**src/rtl/cpu_insn_arbiter.sv**
```systemverilog
// Two-requester arbiter for the game-logic CPU instruction/readback port.
// Define ARB_ROUND_ROBIN_EN for round-robin ties; default is fixed priority to requester 0.
module cpu_insn_arbiter #(
    parameter int LATENCY = 6,
    parameter int INSN_W  = 32,
    parameter int DATA_W  = 32
) (
    input  logic              clk,
    input  logic              reset,
    input  logic              req0_valid,
    input  logic [INSN_W-1:0] req0_insn,
    input  logic [4:0]        req0_rd,
    output logic              req0_ready,
    input  logic              req1_valid,
    input  logic [INSN_W-1:0] req1_insn,
    input  logic [4:0]        req1_rd,
    output logic              req1_ready,
    output logic [INSN_W-1:0] cpu_insn,
    output logic              cpu_insn_en,
    output logic [4:0]        cpu_rd_sel,
    output logic              cpu_rd_en,
    input  logic [DATA_W-1:0] cpu_rd_data,
    output logic              rsp_valid,
    output logic              rsp_id,
    output logic [DATA_W-1:0] rsp_data,
    output logic              busy
);

    typedef enum logic [2:0] {
        IDLE,
        ISSUE,
        WAIT,
        READ,
        RESP
    } state_t;

    localparam logic [4:0] WAIT_LOAD = 5'(LATENCY - 1);

    state_t            state;
    state_t            stateNext;
    logic [4:0]        waitCnt;
    logic [INSN_W-1:0] insnQ;
    logic [4:0]        rdQ;
    logic              idQ;
    logic [DATA_W-1:0] rspDataQ;
    logic              gnt1;
    logic              accept;

`ifdef ARB_ROUND_ROBIN_EN
    logic rrPtr;

    // pointer names the requester preferred on the next tie
    always_ff @(posedge clk) begin
        if (!reset) begin
            rrPtr <= 1'b0;
        end else if (accept) begin
            rrPtr <= ~gnt1;
        end
    end

    always_comb begin
        gnt1 = req1_valid && (!req0_valid || rrPtr);
    end
`else
    always_comb begin
        gnt1 = req1_valid && !req0_valid;
    end
`endif

    always_comb begin
        stateNext   = state;
        req0_ready  = 1'b0;
        req1_ready  = 1'b0;
        accept      = 1'b0;
        cpu_insn    = '0;
        cpu_insn_en = 1'b0;
        cpu_rd_sel  = '0;
        cpu_rd_en   = 1'b0;
        rsp_valid   = 1'b0;
        rsp_id      = 1'b0;
        busy        = 1'b1;
        unique case (state)
            IDLE: begin
                busy = 1'b0;
                if (reset) begin
                    req0_ready = req0_valid && !gnt1;
                    req1_ready = gnt1;
                    accept     = req0_valid || req1_valid;
                end
                if (accept) begin
                    stateNext = ISSUE;
                end
            end
            ISSUE: begin
                cpu_insn    = insnQ;
                cpu_insn_en = 1'b1;
                stateNext   = WAIT;
            end
            WAIT: begin
                if (waitCnt == 5'd0) begin
                    stateNext = READ;
                end
            end
            READ: begin
                cpu_rd_sel = rdQ;
                cpu_rd_en  = 1'b1;
                stateNext  = RESP;
            end
            RESP: begin
                rsp_valid = 1'b1;
                rsp_id    = idQ;
                stateNext = IDLE;
            end
            default: begin
                stateNext = IDLE;
            end
        endcase
    end

    always_ff @(posedge clk) begin
        if (!reset) begin
            state    <= IDLE;
            waitCnt  <= '0;
            insnQ    <= '0;
            rdQ      <= '0;
            idQ      <= 1'b0;
            rspDataQ <= '0;
        end else begin
            state <= stateNext;
            if (accept) begin
                insnQ <= gnt1 ? req1_insn : req0_insn;
                rdQ   <= gnt1 ? req1_rd : req0_rd;
                idQ   <= gnt1;
            end
            // loaded with LATENCY-1 so WAIT spans exactly LATENCY cycles
            if (state == ISSUE) begin
                waitCnt <= WAIT_LOAD;
            end else if (state == WAIT && waitCnt != 5'd0) begin
                waitCnt <= waitCnt - 5'd1;
            end
            if (state == READ) begin
                rspDataQ <= cpu_rd_data;
            end
        end
    end

    assign rsp_data = rspDataQ;

endmodule

```
**config.mk**
```make
export PLATFORM = sky130hd
export DESIGN_NAME = cpu_insn_arbiter
export DESIGN_NICKNAME = d
export VERILOG_FILES = /design/src/rtl/cpu_insn_arbiter.sv
export SDC_FILE = /design/constraint.sdc
export NUM_CORES = 1
export LEC_CHECK = 0
export ABC_AREA = 0
export CAP_MARGIN = 30
export CORE_ASPECT_RATIO = 1.75
export CORE_MARGIN = 4
export CORE_UTILIZATION = 39
export DETAILED_ROUTE_END_ITERATION = 16
export PLACE_DENSITY = 0.89
export SYNTH_ARGS = -nofsm -noshare
export SYNTH_HDL_FRONTEND = slang
export SYNTH_SLANG_ARGS = --single-unit
```
**constraint.sdc**
```tcl
create_clock -name clk -period 2.3 [get_ports clk]
set_clock_uncertainty 0.2 [all_clocks]
set_input_delay 0.46 -clock clk [delete_from_list [all_inputs] [get_ports clk]]
set_output_delay 0.46 -clock clk [all_outputs]
set_load 0.05 [all_outputs]
```
[Yosys cells after proc, flatten, opt, wreduce, memory -nomap -nowiden]
Index checks and enable logic that the tools add are counted.
Word-level totals
  RAM bits: 0
  output and inout port bits: 76
  memory bits (read-only): 0
  bits in latches: 0
  word-level logic and storage cells: 48
  flip-flop bits (word level): 78
  memories kept: 0
  input bits: 110
Operators by class
  add/subtract/negate cells: 1
  multiplexer cells: 21
  bitwise operators: 1
  equality and inequality tests: 6
  shift operators: 0
  div/mod/pow operators: 0
  reduce and logical (&&, ||, !) cells: 12
  magnitude comparators: 0
  multiply operators: 0
Operators by type and width (number)
  2-to-1 mux 32 bit: 2
  2-to-1 mux 1 bit: 12
  2-to-1 mux 3 bit: 4
  case mux 3 bit (4 select lines): 1
  2-to-1 mux 5 bit: 2
  == test 3 x 2 -> 1 bit, second input constant: 2
  zero test 5 bit: 1
  nonzero test 5 bit: 1
  subtractor 5 x 1 -> 5 bit, second input constant: 1
  != test 2 bit, second input constant: 2
  == test 3 x 1 -> 1 bit, second input constant: 1
  == test 3 bit, second input constant: 1
  logical AND 1 bit: 3
  zero test 3 bit: 1
  zero test 1 bit: 2
  AND reduction 2 bit: 1
  nonzero test 2 bit: 1
  OR reduction 2 bit: 1
  logical OR 1 bit: 1
  inverter 1 bit: 1

[Longest topological paths before layout]
Gate-level depths: netlist of run 1.
  depth in word-level cells: 6
  gate-level depth with buffers: 7
  depth with buffers taken out: 5

[Worst setup path before layout of run 1]
OpenSTA, ideal clock, no wires.
  kind: reg-to-output
  start point: register state[0]
  end point: output rsp_id
  data required time: 1.640 ns
  cell stages (with the launch flop): 4
  slack: -0.556 ns
  path buffers: 1
  data arrival time: 2.196 ns
  path through: dfxtp_1 buf_2 nor3b_1 and2_1
On the way
  longest elaborated chain between the ends: 2
Ends and longest elaborated chain
  start: declaration: RTL line 39  | state_t state;
  start signal: assignment: RTL line 129  | state <= stateNext;
  == test 3 bit: RTL line 82  | unique case (state)
  2-to-1 mux 1 bit: RTL line 82
  end: declaration: RTL line 24  | output logic rsp_id,
Every way passes these cells.

[Worst setup path in the final report of run 1]
  start point: register state[2]
  end point: output cpu_insn[29]
On the way
  longest elaborated chain between the ends: 2
Ends and longest elaborated chain
  == test 3 x 1 -> 1 bit: RTL line 82
  2-to-1 mux 32 bit: RTL line 82
  end: declaration: RTL line 18  | output logic [INSN_W-1:0] cpu_insn,
Every way passes these cells.

==> results of run 1 <==
-- layout by cell type (no fill, tap or decap), drive strengths merged, types with 2 or more instances in the layout --
cell type and count:
nand2 64, dfxtp 78, mux2i 38, clkdlybuf4s50 141, o21ai 3, or3b 2
a21oi 72, nand3 2, a211oi 39, inv 7, and2 39, clkbuf 14
or3 4, buf 66, nor2 3, nor3 4, a31oi 2, nor3b 2
-- flip-flops by register name (all words and copies together) (netlist names) --
name,count
idQ,1
insnQ,32
state,3
rsp_data,32
waitCnt,5
rdQ,5
-- per-layer routing --
metal / share of wire, % / GRT usage [%] / vias to the layer above
li1: - / - / 1776
met1: 37 / 22.8 / 1670
met2: 54 / 40.2 / 158
met3: 6.8 / 5.52 / 19
met4: 2.3 / 8.60 / 0
met5: 0 / 0 / -
-- cells by family (layout without fill, tap and decap cells) --
logic type	count (synthesis)	after routing	share of synthesized area (%)
multiplexers	38	38	10.9
AND/OR/NAND/NOR	126	126	18.1
flip-flops	78	78	44.8
adder cells (fa/ha/maj)	1	1	0.359
buffers and inverters	44	231	5.64
AO/OA/AOI/OAI	117	117	19.8
XOR/XNOR	1	1	0.252
-- worst paths after layout --
kind / start / to / slack, ps / cells past startpoint
setup / recovery: state[2] / cpu_insn[29] / 20 / 5
setup reg to reg: state[1] / waitCnt[2] / 450 / 4
hold / removal: rsp_data[29] / rsp_data[29] / 250 / 2
hold reg to reg: rsp_data[29] / rsp_data[29] / 250 / 2
-- timing repair --
item | CTS | global route
hold endpoints to repair | 0 | 0
buffers inserted | 0 | 2
cloned | 0 | 1
endpoints found under the setup margin | 32 | 35
pin swaps | 1 | 14
resized for setup | 6 | 23
-- layout make-up --
cell class | count | share of cell area (%)
timing repair buffer | 208 | 39.1
multi-input combinational | 283 | 28.7
sequential | 78 | 24.6
clock buffer | 13 | 4.09
tap | 117 | 2.30
clock inverter | 3 | 0.669
inverter | 7 | 0.492
-- worst min-delay path, cell delays in order (launching register included) --
cell and delay, ps:
dfxtp_1 310, nand2_1 50, a21oi_1 50
-- power by group --
part	internal [W]	total, W	switching (W)	leakage (nW)
Clock	0.000898	0.00141	0.000515	0.146
Combinational	0.000808	0.00173	0.000925	1.74
Sequential	0.00152	0.00161	0.0000905	0.638
Total	0.00322	0.00476	0.00153	2.53
-- stage by stage --
step	total power [W]	hold WS [ps]	std cells	setup slack [ps]
after CTS	0.00471	255	706	-39.0
after global placement	0.00323	241	690	104
after detailed placement	0.00328	248	690	44.1
after global routing	0.00498	275	709	-31.6
after floorplan	0.00254	235	405	-17.3
final	0.00476	254	709	19.1
==> flow_summary_export.csv, run 1 <==
group,metric,value,unit
floorplanning,core,8670,µm²
timing,finalSetupViolCount,0,
clock_network,cts_max_path_buffers,2,
placement,gp_congestion,0.737,
layout,nFillCells,600,
clock_network,postCtsHoldBufs,0,
placement,hpwl,8800,µm
logic_synthesis,synth.area.top_cells,"dfxtp_1 45%, mux2i_1 11%, a21oi_1 10%",
layout,drive_above_1_share,22.0,%
timing,finalHoldViolCount,0,
worst_setup_path,crit_fanout,13,
worst_setup_path,cp.required,1640,ps
worst_setup_path,path_cells,"or3b_4 -> inv_6 -> clkbuf_16 -> and2_4 -> buf_12",
logic_synthesis,synth_most_common_cell,"dfxtp_1",
placement,io_buffers,185,
layout,area_delta_synth_final,82.8,%
logic_synthesis,synth_top_area_cell,"dfxtp_1",
clock_network,cts-root-buf,"clkbuf_16",
grt,grt_pass1_vias,3764,
logic_synthesis,syn-num-nets,516,
worst_setup_path,critPathKind,"reg2out",
logic_synthesis,ys_ff_latch,78,
placement,dpl-instance-area,5970,µm²
floorplanning,chipHeight,133,µm
layout,nNetsFinal,698,
logic_synthesis,yosysWarnings,0,
layout,multiInputGateArea,1830,µm²
grt,grt_max_degree,77,
logic_synthesis,syn-cell-area,3480,µm²
floorplanning,die_area,10600,µm²
clock_network,clk_pin_slew,60,ps
route,wire_per_inst,16.5,µm
logic_synthesis,synth_edf_count,0,
clock_network,cts_max_level,3,
timing,tns,0,ps
clock_network,clk_latency,320,ps
grt,grt_first_pass_wirelength,18200,µm
timing,tightest_slew,519,ps
route,vias_per_cell,5.11,
layout,utilization,73.4,%
grt,grt_use_total,21.8,%
logic_synthesis,async_reset_ff_share,0,%
logic_synthesis,synth_flop_cell,"dfxtp_1",
floorplanning,initial_core_util,40.2,%
layout,regArea,1560,µm²
logic_synthesis,seq_area_frac_synth,44.8,%
floorplanning,core.rowCount,45,
power,vdd_drop_max,0.000452,V
route,dr.first_iter.drc_count,222,
grt,antenna_found_initial,0,
route,first_pass_iters,4,
power,cellPowerDensity,747,nW/µm²
hold_path,hp-class,"reg2reg",
timing,period_minus_slack,2280,ps
timing,grt_setup_unrepaired,"yes",
worst_setup_path,crit_arrival,1620,ps
grt,grt_overflow_total,0,
timing,report.final.slew_viol_count,0,
worst_setup_path,worst_path_largest_cell_delay,420,ps
clock_network,numClockSinks,78,
layout,design_area,6360,µm²
clock_network,cts_made_buffers,9,
worst_setup_path,crit_family,"simple AND/OR/NAND/NOR gates",
timing,max-slew-margin-rel,65.3,%
job,max-cap-violations,0,
worst_setup_path,end_kind,"output pin",
route,vias,3623,
route,ant_nets,0,
worst_setup_path,slowest_stage,"or3b_4",
timing,fmax,438,MHz
floorplanning,io_pins,186,
logic_synthesis,syn_inst,405,
route,drc_errors,0,
logic_synthesis,synth_top_area_share,44.8,%
worst_setup_path,startpoint_type,"flip-flop",
logic_synthesis,synth_common_cells,"78 x dfxtp_1, 72 x a21oi_1, 64 x nand2_1, 39 x a211oi_1, 39 x and2_1",
status,outcome,"finished, final reports clean",
logic_synthesis,synth_area_per_cell,8.60,µm²
logic_synthesis,synth_cell_type_count,30,
floorplanning,dieWidth,79.4,µm
layout,diodes,0,
timing,period_share,99.2,%
clock_network,tritoncts,"done",
power,leakagePower,2.53,nW
worst_setup_path,cp.buffers_inverters,3,
route,totalWireLength,11700,µm
(Power assumes the default switching activity.)
==> inputs of run 2 (changes only) <==
Settings changed: CAP_MARGIN 30 to not set.
==> results of run 2 <==
Same layout as run 1: the final DEF is identical, and so are final timing and power.
